==> src/rtl/retire_trace_buffer.sv <==
// Retire trace buffer: filters retired instructions into a FIFO with overflow
// policy, drop counting and a PC trigger that freezes capture after a window.
module retire_trace_buffer #(
  parameter int XLEN      = 32,
  parameter int DEPTH     = 16,
  parameter int OVF_MODE  = 0,
  parameter int POST_TRIG = 8
) (
  input  logic                     clk_i,
  input  logic                     rst_i,
  input  logic                     clear_i,
  input  logic                     ret_valid_i,
  input  logic [XLEN-1:0]          ret_pc_i,
  input  logic [XLEN-1:0]          ret_instr_i,
  input  logic [4:0]               ret_rd_i,
  input  logic [XLEN-1:0]          ret_rd_data_i,
  input  logic                     ret_mem_wrt_i,
  input  logic [XLEN-1:0]          ret_mem_addr_i,
  input  logic [XLEN-1:0]          ret_mem_data_i,
  input  logic                     cfg_skip_nop_i,
  input  logic                     cfg_wr_only_i,
  input  logic                     trig_en_i,
  input  logic [XLEN-1:0]          trig_pc_i,
  output logic                     out_valid_o,
  input  logic                     out_ready_i,
  output logic [XLEN-1:0]          out_pc_o,
  output logic [XLEN-1:0]          out_instr_o,
  output logic [XLEN-1:0]          out_rd_data_o,
  output logic [XLEN-1:0]          out_mem_addr_o,
  output logic [XLEN-1:0]          out_mem_data_o,
  output logic [4:0]               out_rd_o,
  output logic                     out_mem_wrt_o,
  output logic [15:0]              out_seq_o,
  output logic [$clog2(DEPTH):0]   count_o,
  output logic                     full_o,
  output logic                     empty_o,
  output logic [15:0]              drop_cnt_o,
  output logic [1:0]               state_o
);

  localparam int AW  = $clog2(DEPTH);
  localparam int CW  = AW + 1;
  localparam int PW  = (POST_TRIG > 0) ? $clog2(POST_TRIG + 1) : 1;
  localparam bit OVW = (OVF_MODE != 0);
  localparam logic [CW-1:0] DEPTH_C = CW'(DEPTH);

  typedef enum logic [1:0] {
    ST_RUN    = 2'd0,
    ST_POST   = 2'd1,
    ST_FROZEN = 2'd2
  } state_t;

  typedef struct packed {
    logic [XLEN-1:0] pc;
    logic [XLEN-1:0] instr;
    logic [XLEN-1:0] rd_data;
    logic [XLEN-1:0] mem_addr;
    logic [XLEN-1:0] mem_data;
    logic [4:0]      rd;
    logic            mem_wrt;
    logic [15:0]     seq;
  } entry_t;

  entry_t          mem [DEPTH];
  entry_t          head;
  entry_t          entry_in;
  logic [AW-1:0]   wr_ptr;
  logic [AW-1:0]   rd_ptr;
  logic [CW-1:0]   count;
  logic [15:0]     seq;
  logic [15:0]     drop_cnt;
  logic [PW-1:0]   post_cnt;
  state_t          state;
  state_t          state_nxt;

  logic is_nop;
  logic filt_ok;
  logic qual;
  logic trig_hit;
  logic is_full;
  logic is_empty;
  logic pop;
  logic do_write;
  logic do_drop;

  always_comb begin
    is_nop   = (ret_instr_i == '0) || (ret_instr_i == XLEN'(32'h13));
    filt_ok  = !(cfg_skip_nop_i && is_nop) &&
               !(cfg_wr_only_i && (ret_rd_i == '0) && !ret_mem_wrt_i);
    qual     = ret_valid_i && filt_ok && (state != ST_FROZEN);
    trig_hit = qual && trig_en_i && (ret_pc_i == trig_pc_i);
    is_full  = (count == DEPTH_C);
    is_empty = (count == '0);
    pop      = !is_empty && out_ready_i;
    // A qualified retire into a full buffer with no pop is always a drop; in
    // overwrite mode it still gets written and pushes the oldest entry out.
    do_drop  = qual && is_full && !pop;
    do_write = qual && (!is_full || pop || OVW);
  end

  always_comb begin
    entry_in          = '0;
    entry_in.pc       = ret_pc_i;
    entry_in.instr    = ret_instr_i;
    entry_in.rd_data  = ret_rd_data_i;
    entry_in.mem_addr = ret_mem_addr_i;
    entry_in.mem_data = ret_mem_data_i;
    entry_in.rd       = ret_rd_i;
    entry_in.mem_wrt  = ret_mem_wrt_i;
    entry_in.seq      = seq;
  end

  always_ff @(posedge clk_i) begin
    if (do_write) mem[wr_ptr] <= entry_in;
  end

  always_ff @(posedge clk_i) begin
    if (rst_i || clear_i) begin
      wr_ptr   <= '0;
      rd_ptr   <= '0;
      count    <= '0;
      seq      <= '0;
      drop_cnt <= '0;
    end else begin
      if (do_write) wr_ptr <= wr_ptr + 1'b1;
      if (pop || (do_write && do_drop)) rd_ptr <= rd_ptr + 1'b1;
      if (do_write && !do_drop && !pop) count <= count + 1'b1;
      else if (pop && !do_write) count <= count - 1'b1;
      if (qual) seq <= seq + 1'b1;
      if (do_drop && (drop_cnt != '1)) drop_cnt <= drop_cnt + 1'b1;
    end
  end

  always_ff @(posedge clk_i) begin
    if (rst_i || clear_i) begin
      state    <= ST_RUN;
      post_cnt <= '0;
    end else begin
      state <= state_nxt;
      if ((state == ST_RUN) && trig_hit && (POST_TRIG > 0)) post_cnt <= PW'(POST_TRIG);
      else if ((state == ST_POST) && qual) post_cnt <= post_cnt - 1'b1;
    end
  end

  always_comb begin
    state_nxt = state;
    case (state)
      ST_RUN:    if (trig_hit) state_nxt = (POST_TRIG == 0) ? ST_FROZEN : ST_POST;
      ST_POST:   if (qual && (post_cnt == PW'(1))) state_nxt = ST_FROZEN;
      ST_FROZEN: state_nxt = ST_FROZEN;
      default:   state_nxt = ST_RUN;
    endcase
  end

  always_comb begin
    head           = mem[rd_ptr];
    out_valid_o    = !is_empty;
    out_pc_o       = head.pc;
    out_instr_o    = head.instr;
    out_rd_data_o  = head.rd_data;
    out_mem_addr_o = head.mem_addr;
    out_mem_data_o = head.mem_data;
    out_rd_o       = head.rd;
    out_mem_wrt_o  = head.mem_wrt;
    out_seq_o      = head.seq;
    count_o        = count;
    full_o         = is_full;
    empty_o        = is_empty;
    drop_cnt_o     = drop_cnt;
    state_o        = state;
  end

endmodule

==> config.mk <==
export PLATFORM = sky130hd
export DESIGN_NAME = retire_trace_buffer
export DESIGN_NICKNAME = d
export VERILOG_FILES = /design/src/rtl/retire_trace_buffer.sv
export SDC_FILE = /design/constraint.sdc
export NUM_CORES = 2
export LEC_CHECK = 0
export ABC_CLOCK_PERIOD_IN_PS = 24200
export CORE_MARGIN = 5
export CORE_UTILIZATION = 60
export DETAILED_ROUTE_END_ITERATION = 16
export GPL_ROUTABILITY_DRIVEN = 0
export PLACE_DENSITY = 0.76
export SYNTH_ARGS = -nofsm -noshare
export SYNTH_HDL_FRONTEND = slang
export SYNTH_SLANG_ARGS = --single-unit
export TNS_END_PERCENT = 30
==> constraint.sdc <==
create_clock -name clk_i -period 24.2 [get_ports clk_i]
set_input_delay 4.84 -clock clk_i [delete_from_list [all_inputs] [get_ports clk_i]]
set_output_delay 4.84 -clock clk_i [all_outputs]
set_load 0.005 [all_outputs]
==> out/results.ini <==
[pwr]
power_leakage_uw = 0.03851
peakVddDrop_mv = 0.1129
powerDensity_nw_per_um2 = 82.51

[routing]
drt_iter0_markers = 6278
routed_wl_microns = 260300
via_per_inst = 6.621
ant_nets = 0
route.detailed.drc = 0
avgRoutedWirePerCell_microns = 33.67
dr.pass1.iters = 6
vias = 51190

[timing]
tightestPinTransition_ns = 1.241
setup_viol = 0
slew_violations = 0
fin_crit_sh = 0.4842
max_freq_mhz = 85.33
tns_ns = 0
fin_skew_ns = 0.05707
relSlewSlack = 0.1709
period_needed_ns = 11.72
rsz0062_at_grt = false
hold_violations = 0

[floorplanning]
pin_count = 414
start_util = 0.6042
rows = 158
dieArea_sq_um = 195700
die_y_microns = 442.4
fp.dieW_microns = 442.4
coreArea_sq_um = 185600

[yosys]
yosysSeqAreaShare = 0.7895
synth_top_area_frac = 0.7797
synth-main-ff-cell = edfxtp_1
yosys_warnings = 0
synth-edff-count = 2912
ys_ff_latch = 2967
avgSynthCellArea_sq_um = 25.23
synth_cells = 4446
synthArstFlopShare = 0
synth_top_area_cell = edfxtp_1
synthTopCellsByArea = edfxtp_1, mux4_2, dfxtp_1, buf_2, xor2_1
ys_types = 49
synth_area_sq_um = 112200
syn_nets = 4668

[clock_network]
cts_buffer_depth = 4
path_clk_slew_ns = 0.06
postCtsSetupBuffers = 0
root_buffer = clkbuf_16
htree_levels = 5
clk_latency_ns = 0.94
numCtsBuffers = 301
cts_hold_buf = 0
clock-sinks = 2967
cts_resized = 0
cts_tree = done

[setup_path]
crit_fanout = 115
critPathCaptureType = primary output
reg2reg_to = mem[9][9]
worstSetupPathType = reg2out
required_ns = 19.36
arrival_ns = 6.88
r2r_cells = 12
cp-start-kind = register
cp-endpoint = out_rd_data_o[10]
rrSetupSlack_ns = 17.97
rr_startpoint = state_o[0]

[global_routing]
grt_remaining_overflow = 0
grtUsageTotal = 0.2684
grt_pass1_vias = 53730
grt_pass1_wl_microns = 378700
grt_antenna_before_repair = 25
grt_max_degree = 120

[cells_and_area]
area_delta_synth_final_pct = 14.74
stdcell_count = 7732
fin_nets = 5254
drive_gt1_frac = 0.2721

[placement]
dp_cells = 7209
port_buffers = 413
dpl.hpwl_microns = 128100

[run]
cap_violations = 0

[worst_hold_path]
hp-class = reg2reg

[run_status]
status = finished, final reports clean

-- worst max-delay path: stages (launching register included) --
cell and delay, ns:
dfxtp_4 0.96, buf_12 0.77, buf_4 0.90, buf_4 0.80, buf_4 0.76, mux4_2 0.60
mux4_2 0.53, clkdlybuf4s50_1 0.48
-- worst min path at each step --
stage,startpoint,end,slack [ns],depth (start not counted)
6_report,rd_ptr[1],register,0.50,2
3_5_place_dp,rd_ptr[1],register,0.49,2
4_1_cts,rd_ptr[1],register,0.50,2
5_1_grt,rd_ptr[1],register,0.53,2
2_1_floorplan,rd_ptr[1],register,0.47,2
3_3_place_gp,rd_ptr[1],register,0.49,2
-- where the power goes --
part	switching (uW)	internal, uW
Combinational	243	248
Clock	1850	2590
Sequential	15.6	5670
Total	2110	8510
-- per-layer routing --
layer	track usage	vias to the layer above	share of wire
met3	0.06350	452	0.097
met5	0	-	0.00039
met4	0.08622	16	0.031
met1	0.3677	27270	0.36
li1	-	20480	-
met2	0.4377	2980	0.51
-- kinds of logic after synthesis --
family / synth area share
DFF: 0.7895
muxes: 0.1820
adders and majority gates: 0.001852
buffers and inverters: 0.008880
xor gates and xnor gates: 0.005388
and+or+nand+nor: 0.009393
AOI/OAI and AO/OA: 0.002967
-- stage by stage --
| step | total power (uW) | hold WS, ns | setup slack, ns | cell area, sq um | util |
|---|---|---|---|---|---|
| after floorplan | 6057 | 0.4678 | 4.959 | 112200 | - |
| after global placement | 6278 | 0.4926 | 12.95 | 119400 | 0.6432 |
| after detailed placement | 6289 | 0.4880 | 12.82 | 119400 | 0.6432 |
| after CTS | 10700 | 0.4979 | 12.10 | 128600 | 0.6930 |
| after global routing | 10950 | 0.5305 | 11.67 | 128700 | 0.6931 |
| final | 10620 | 0.4996 | 12.48 | 128700 | 0.6933 |
-- layout make-up --
cell class / instances / area, sq um
well taps: 2480 / 3103
inverters: 17 / 63.81
diodes: 18 / 45.04
clock inverters: 142 / 1389
multi-input cells: 1244 / 22740
repair buffers: 501 / 4932
clock buffers: 363 / 7860
flip-flops and latches: 2967 / 88560
fillers: 10550 / 56940
-- sequential cells by signal (all words and copies together) (netlist names), named ones only --
register and count:
mem 2912, seq 16, wr_ptr 4, state_o 2, drop_cnt_o 16, rd_ptr 4
count_o 5, post_cnt 4
-- synth_stat cells (2+ instances only) --
cell	count
nor4_1	21
inv_1	17
mux2i_1	8
nand3_1	16
mux4_2	903
nand2_1	26
nor3_1	19
a21o_1	3
o21ai_0	9
nor2b_1	9
nand4_1	12
a21oi_1	21
a211oi_1	9
buf_4	3
nor4_2	4
xor2_1	43
and4_1	2
buf_2	82
and3_1	7
buf_1	35
clkbuf_1	98
nor2_1	58
ha_1	15
edfxtp_1	2912
or3_1	5
and2_1	3
xnor2_1	26
dfxtp_1	55
nand2b_1	4
nor4b_1	2
-- placed cells by master (no fill, tap or decap), drive strengths merged, types with 27 or more instances in the layout --
| cell | count |
|---|---|
| clkinv | 103 |
| clkbuf | 363 |
| mux4 | 903 |
| nand2 | 27 |
| bufinv | 27 |
| dfxtp | 55 |
| nor2 | 58 |
| clkdlybuf4s50 | 413 |
| buf | 88 |
| xor2 | 43 |
| edfxtp | 2912 |
Power figures use the tool's default switching activity.
